### src/rtl/seg_display_scheduler.sv
// Six-digit seven-segment scheduler: status channel A, preemptive blinking
// alert channel B with a tick-based hold, and a PWM brightness gate.
//
// Ports:
//   clk        system clock; every register updates on its rising edge
//   rst        synchronous active-low reset
//   tick       one-cycle 1 Hz pulse that counts down the alert hold
//   duty       brightness; a digit is lit while pwm_cnt < duty_latched
//   a_valid    status update (always accepted outside reset)
//   a_digits   status digits, [3:0]=HEX0 .. [23:20]=HEX5
//   a_ready    1 outside reset
//   b_valid    alert request; must be held until b_ready
//   b_digits   alert digits, same packing as a_digits
//   b_ready    1 outside reset while no alert is showing
//   digits_out registered digit codes to the six decoders
//   owner      0=IDLE, 1=SHOW_A, 2=SHOW_B
//   alert_done one-cycle pulse when an alert leaves the display
module seg_display_scheduler #(
  parameter int unsigned PWM_PERIOD = 10,
  parameter int unsigned HOLD_TICKS = 3,
  parameter logic [3:0]  BLANK_CODE = 4'd10
) (
  input  logic        clk,
  input  logic        rst,
  input  logic        tick,
  input  logic [3:0]  duty,
  input  logic        a_valid,
  input  logic [23:0] a_digits,
  output logic        a_ready,
  input  logic        b_valid,
  input  logic [23:0] b_digits,
  output logic        b_ready,
  output logic [23:0] digits_out,
  output logic [1:0]  owner,
  output logic        alert_done
);

  typedef enum logic [1:0] {
    IDLE   = 2'd0,
    SHOW_A = 2'd1,
    SHOW_B = 2'd2
  } state_e;

  localparam logic [23:0] ALL_BLANK = {6{BLANK_CODE}};
  localparam logic [3:0]  PWM_LAST  = 4'(PWM_PERIOD - 1);
  localparam logic [3:0]  HOLD_INIT = 4'(HOLD_TICKS);

  state_e      state_q, state_d;
  logic [23:0] a_buf_q, a_buf_d;
  logic        a_vld_q, a_vld_d;
  logic [23:0] b_buf_q, b_buf_d;
  logic [3:0]  hold_q, hold_d;
  logic        blink_q, blink_d;
  logic        done_q, done_d;
  logic [3:0]  pwm_q, pwm_d;
  logic [3:0]  duty_q, duty_d;
  logic [23:0] dig_q, dig_d;

  logic        a_acc;
  logic        b_acc;
  logic        wrap;
  logic        lit;
  logic [23:0] src;

  assign a_ready = rst;
  assign b_ready = rst && (state_q != SHOW_B);
  assign a_acc   = a_valid && a_ready;
  assign b_acc   = b_valid && b_ready;

  // Arbitration and alert countdown
  always_comb begin
    state_d = state_q;
    a_buf_d = a_buf_q;
    a_vld_d = a_vld_q;
    b_buf_d = b_buf_q;
    hold_d  = hold_q;
    blink_d = blink_q;
    done_d  = 1'b0;

    if (a_acc) begin
      a_buf_d = a_digits;
      a_vld_d = 1'b1;
    end

    unique case (state_q)
      IDLE: begin
        if (a_acc) state_d = SHOW_A;
      end
      SHOW_A: begin
        state_d = SHOW_A;
      end
      SHOW_B: begin
        if (tick) begin
          blink_d = ~blink_q;
          // hold_q==0 cannot occur here; treating it
          // as the last tick avoids a stuck alert.
          if (hold_q <= 4'd1) begin
            hold_d  = 4'd0;
            state_d = a_vld_d ? SHOW_A : IDLE;
            done_d  = 1'b1;
          end else begin
            hold_d = hold_q - 4'd1;
          end
        end
      end
      default: begin
        state_d = IDLE;
      end
    endcase

    // A fresh alert overrides everything above,
    // including a tick in the same cycle.
    if (b_acc) begin
      b_buf_d = b_digits;
      hold_d  = HOLD_INIT;
      blink_d = 1'b0;
      state_d = SHOW_B;
    end
  end

  // Source selection
  always_comb begin
    src = ALL_BLANK;
    unique case (state_q)
      IDLE:    src = ALL_BLANK;
      SHOW_A:  src = a_buf_q;
      SHOW_B:  src = blink_q ? ALL_BLANK : b_buf_q;
      default: src = ALL_BLANK;
    endcase
  end

  // PWM gate; duty only changes at a frame boundary
  always_comb begin
    wrap   = (pwm_q == PWM_LAST);
    pwm_d  = wrap ? 4'd0 : pwm_q + 4'd1;
    duty_d = wrap ? duty : duty_q;
    lit    = (pwm_q < duty_q);
    dig_d  = lit ? src : ALL_BLANK;
  end

  always_ff @(posedge clk) begin
    if (!rst) begin
      state_q <= IDLE;
      a_buf_q <= 24'd0;
      a_vld_q <= 1'b0;
      b_buf_q <= 24'd0;
      hold_q  <= 4'd0;
      blink_q <= 1'b0;
      done_q  <= 1'b0;
      pwm_q   <= 4'd0;
      duty_q  <= 4'd0;
      dig_q   <= ALL_BLANK;
    end else begin
      state_q <= state_d;
      a_buf_q <= a_buf_d;
      a_vld_q <= a_vld_d;
      b_buf_q <= b_buf_d;
      hold_q  <= hold_d;
      blink_q <= blink_d;
      done_q  <= done_d;
      pwm_q   <= pwm_d;
      duty_q  <= duty_d;
      dig_q   <= dig_d;
    end
  end

  assign digits_out = dig_q;
  assign owner      = state_q;
  assign alert_done = done_q;

endmodule

### config.mk
export PLATFORM = sky130hd
export DESIGN_NAME = seg_display_scheduler
export DESIGN_NICKNAME = d
export VERILOG_FILES = /design/src/rtl/seg_display_scheduler.sv
export SDC_FILE = /design/constraint.sdc
export NUM_CORES = 1
export LEC_CHECK = 0
export ABC_CLOCK_PERIOD_IN_PS = 1950
export BUFFER_PORTS_ARGS = -buffer_cell sky130_fd_sc_hd__buf_4
export CAP_MARGIN = 20
export CORE_ASPECT_RATIO = 0.8
export CORE_MARGIN = 2
export CORE_UTILIZATION = 35
export CTS_CLUSTER_SIZE = 30
export DETAILED_ROUTE_END_ITERATION = 8
export SYNTH_ARGS = -nofsm -noshare
export SYNTH_HDL_FRONTEND = slang
export SYNTH_SLANG_ARGS = --single-unit
### constraint.sdc
create_clock -name clk -period 1.95 [get_ports clk]
set_input_delay 0.195 -clock clk [delete_from_list [all_inputs] [get_ports clk]]
set_output_delay 0.195 -clock clk [all_outputs]
set_load 0.01 [all_outputs]
### Word level (Yosys, flattened, before mapping)

Index checks and enable logic that the tools add are counted.

* add/subtract/negate cells: 2
* multipliers: 0
* div/mod/pow operators: 0
* magnitude comparators: 2
* equal/unequal tests: 10
* shift-type cells: 0
* multiplexer cells: 14
* bitwise gates (word level): 2
* reduce and logical (&&, ||, !) cells: 14

Operators by type and width (count)
* $pmux 24 s2: 1
* $mux 24: 1
* $mux 2: 7
* $ne 3x3->1 const B: 3
* $reduce_and 3->1: 3
* $ne 2x2->1 const B: 4
* $pmux 2 s3: 1
* $reduce_and 2->1: 3
* $add 4x1->4 const B: 1
* $eq 4x4->1 const B: 1
* $le 4x1->1 const B: 1
* $lt 4x4->1: 1
* $mux 4: 1
* $reduce_bool 2->1: 2
* $reduce_or 2->1: 2
* $sub 4x1->4 const B: 1
* $logic_and 1x1->1: 3
* $mux 1: 3
* $eq 2x1->1 const B: 1
* $eq 2x2->1 const B: 1
* $logic_not 2->1: 1
* $not 1->1: 2

* bits in registers: 89
* latch bits: 0
* RAM bits: 0
* memory bits (read-only): 0
* input bits: 57
* output and inout port bits: 29
* logic and storage cells: 56
* memories: 0

### Logic depth before layout (Yosys ltp)

* depth in word-level cells: 7
* depth in mapped cells: 8
* gate-level depth less buffers: 6

### Worst setup path before layout

No wires, ideal clock.

* path type: register to register
* start: register state_q[0] (netlist: owner[0])
* end: register hold_q[0]
* library setup time: 0.071 ns
* arrival: 1.663 ns
* required time: 1.879 ns
* path slack: 0.216 ns
* cell stages (with the launch flop): 9
* buffers on the path: 2
* clock period less this slack: 1.734 ns
* cells stage by stage: dfxtp_1 inv_1 ha_1 and2b_4 and2_1 buf_2 buf_2 a21oi_1 a21oi_1

* word-level cells in the longest chain between the ends: 5
* elaborated cells on any way between the ends: 8
* classes of those cells: eq/ne: 2; mux: 1; reduce/logical: 5

Ends and longest elaborated chain
* from (decl): line 48 `state_e state_q, state_d;`
* from (signal assigned): line 154 `state_q <= state_d;`
* $ne 2x2->1 (*): line 66 `assign b_ready = rst && (state_q != SHOW_B);`
* $logic_and 1x1->1 (*): line 66
* net b_ready: line 32 `output logic b_ready,`
* $logic_and 1x1->1 (*): line 68 `assign b_acc = b_valid && b_ready;`
* $reduce_bool 2->1 (no source line)
* $reduce_and 2->1 (no source line)
* to (signal assigned): line 158 `hold_q <= hold_d;`
* to (decl): line 52 `logic [3:0] hold_q, hold_d;`

Mark *: on every way through the listed nets, which the timed path passes. The rest lies on a longest branch.
A chain may end at the register's enable or synchronous reset.

### Worst setup path in the final report

* start: register state_q[0] (netlist: owner[0])
* end: register hold_q[3]

* word-level cells in the longest chain between the ends: 4
* elaborated cells on any way between the ends: 6
* classes of those cells: eq/ne: 2; reduce/logical: 4

Ends and longest elaborated chain (line)
* $ne 2x2->1: 66
* $logic_and 1x1->1: 66
* $logic_and 1x1->1: 68
* $reduce_or 2->1 (no source line)

Parallel ways exist; a longest one is shown, timed or not.

==> results.yml <==
synthesis:
  synth_compound_area_frac: 0.145
  synth-seq-cells: 89
  synth_top_area_frac: 0.545
  synth_seq_area_share: 0.545
  ys_types: 35
  syn_avg_cell_area_um2: 10.0
  syn_area_um2: 3270
  synthAdderAreaFrac: 0.0421
  synth_top_area_cell: "dfxtp_1"
  synthCells: 326
  synth.area.mux_share: 0.0887
  yosys.area_share.simple: 0.132
  post_synth_xor_area_fraction: 0.00803
  synth_area_leaders: "dfxtp_1 54%, mux2i_1 8.9%, a22o_1 6.4%"
  synth_top_family_by_area: "compound AO/OA/AOI/OAI gates"
  syn_nets: 394
  synth_warnings: 0
floorplanning:
  die_x_um: 112
  ioPinCount: 86
  die_h_um: 90.5
  start_util: 0.360
  num_rows: 31
  core_um2: 9080
  die-area_um2: 10100
clocking:
  cts.sinks: 89
  cts-buffers-inserted: 9
  cts.clk_slew.worst_paths_ns: 0.06
  insertion_delay_ns: 0.34
  clk_path_buf_depth: 2
  cts_tree: "yes"
  cts_root_buffer: "clkbuf_16"
  cts_setup_buffers: 0
  cts-htree-levels: 3
drt:
  routedWlPerCell_um: 14.8
  drt_iter0_drc: 86
  vias: 2537
  routed_wl_mm: 7.87
  via_per_inst: 4.77
  drtAntennaViolNets: 0
  drc: 0
  firstDrtPassIters: 4
placed_design:
  gp_congestion: 0.719
  dp_hpwl_mm: 5.44
  dpl_cell_area_um2: 4060
  port_buffers: 85
timing:
  fin_skew_ns: 0.00442
  min_period_ns: 1.73
  rsz0062_at_grt: "no"
  hold_ws_ns: 0.0666
  fmax_mhz: 578
  drv_slew: 0
  setup_tns_ns: 0
  fin_crit_sh: 0.888
  worstMarginPinSlew_ns: 0.678
  hold_viol: 0
  setup_viol: 0
  slew_headroom: 0.548
setup_path:
  worstSetupPathType: "reg -> reg"
  endpoint_kind: "register"
  critical-path-max-stage-delay_ns: 0.42
  cp_data_arrival_time_ns: 2.01
  start_kind: "register"
  crit_family: "simple AND/OR/NAND/NOR gates"
  critPathSlowestCell: "or4_1"
  r2r_setup_slack_ns: 0.22
  critPathBufInv: 1
  critPathMaxFanout: 6
  crit_chain: "inv_1 > ha_1 > nand2_2 > or4_1 > or3_1 > a21oi_2"
  cp.required_ns: 2.23
layout:
  nets: 481
  area_growth_pct: 34.7
  antenna_cells: 0
  nFillCells: 879
  drive_gt1_frac: 0.290
  fin_area_um2: 4410
global_routing:
  grt_antenna_before_repair: 0
  grt_overflow: 0
  grt_max_degree: 34
  grt_pass1_vias: 2480
  track_usage: 0.161
  grt_first_pass_wirelength_mm: 12.9
pwr:
  power_density_nw_per_um2: 1030
  peakVddDrop_uv: 719
  p_leak_nw: 1.91
job:
  cap_violations: 0
worst_hold_path:
  hold_path_class: "in -> reg"
run_status:
  status: "finished, final reports clean"
[power breakdown]
group	total, mW	internal (mW)	switching [mW]
clock network	1.96	1.28	0.686
registers	1.99	1.93	0.0619
logic	0.564	0.276	0.288
[metrics by stage]
step | cells | utilization | setup WS [ns] | power, mW
final | 532 | 0.486 | 0.219 | 4.52
after global routing | 532 | 0.486 | 0.0661 | 4.71
after CTS | 532 | 0.485 | 0.143 | 4.57
after detailed placement | 517 | 0.447 | 0.156 | 2.60
after global placement | 517 | 0.447 | 0.240 | 2.58
after floorplan | 326 | - | 0.216 | 2.34
[flip-flops by register name, indices dropped and copies added, names as in the netlist]
name and cells:
alert_done 1, blink_q 1, b_buf_q 24, hold_q 4, a_vld_q 1, owner 2
pwm_q 4, duty_q 4, digits_out 24, a_buf_q 24
[worst paths after layout]
kind / startpoint / to / depth (start not counted)
worst max-delay path: owner[0]$_SDFFE_PP0P_ / hold_q[3]$_SDFFE_PP0P_ / 6
worst min-delay path: b_digits[20] / b_buf_q[20]$_SDFFE_PN0P_ / 2
worst max register to register: owner[0]$_SDFFE_PP0P_ / hold_q[3]$_SDFFE_PP0P_ / 6
worst min register to register: a_buf_q[15]$_SDFFE_PN0P_ / digits_out[15]$_SDFF_PN1_ / 2
[routing by layer]
layer	vias to the layer above	share of wire	routed length, um	global-route usage
li1	1299	-	-	-
met1	1162	0.48	3780	0.210
met2	67	0.44	3440	0.246
met3	9	0.064	507	0.0550
met4	0	0.017	136	0.0610
met5	-	0	0	0
[what timing repair did]
item | CTS | global route
resized for setup | 0 | 1
hold buffers | 0 | 0
endpoints found under the setup margin | 0 | 12
endpoints found under the hold margin | 0 | 0
[cells in the mapped netlist]
| cell | instances |
|---|---|
| nor3_1 | 1 |
| xnor2_1 | 2 |
| clkbuf_2 | 1 |
| buf_2 | 9 |
| mux2i_1 | 29 |
| o21ai_0 | 16 |
| or3_2 | 2 |
| a22oi_1 | 12 |
| or4_1 | 1 |
| nor2_1 | 52 |
| clkbuf_1 | 10 |
| a21oi_1 | 7 |
| nor3b_1 | 2 |
| and2b_4 | 1 |
| and2_1 | 1 |
| a211oi_1 | 1 |
| nand2_2 | 1 |
| and4_2 | 1 |
| o21a_1 | 1 |
| nand2b_1 | 1 |
| dfxtp_1 | 89 |
| clkinv_1 | 1 |
| a2bb2oi_1 | 1 |
| xor2_1 | 1 |
| nand2_1 | 18 |
| inv_1 | 9 |
| a22o_1 | 24 |
| buf_4 | 1 |
| nand3b_1 | 2 |
| a31o_2 | 1 |
| or3_1 | 1 |
| a21oi_2 | 2 |
| a21o_1 | 1 |
| nand3_1 | 13 |
| ha_1 | 11 |
[placed cells by master (no fill, tap or decap), types with 2 or more instances in the layout]
cell type,n
mux2i_1,29
nand3b_1,2
nand2_1,18
dfxtp_1,89
inv_1,9
o21ai_0,15
a22o_1,24
ha_1,11
or3_2,2
clkbuf_16,9
nand3_1,13
xnor2_1,2
nor2_1,51
nor3b_1,2
buf_4,96
bufinv_16,3
a21oi_1,7
a22oi_1,12
a21oi_2,2
[kinds of logic (layout without fill, tap and decap cells)]
group | count (synthesis) | in the layout
simple gates | 97 | 97
flops | 89 | 89
compound gates | 66 | 66
buf+inv | 31 | 122
mux | 29 | 29
fa+ha+maj | 11 | 11
xor+xnor | 3 | 3
[final cells by class]
cell class                      count  area [um^2]  share of cell area
Timing Repair Buffer               97          741               0.168
Clock buffer                       10          239              0.0542
Tap cell                          115          144              0.0327
Inverter                           10         37.5             0.00852
Sequential cell                    89         1780               0.404
Clock inverter                      5          104              0.0236
Multi-Input combinational cell    206         1360               0.309
No activity file was read; power rests on OpenSTA's default activity.
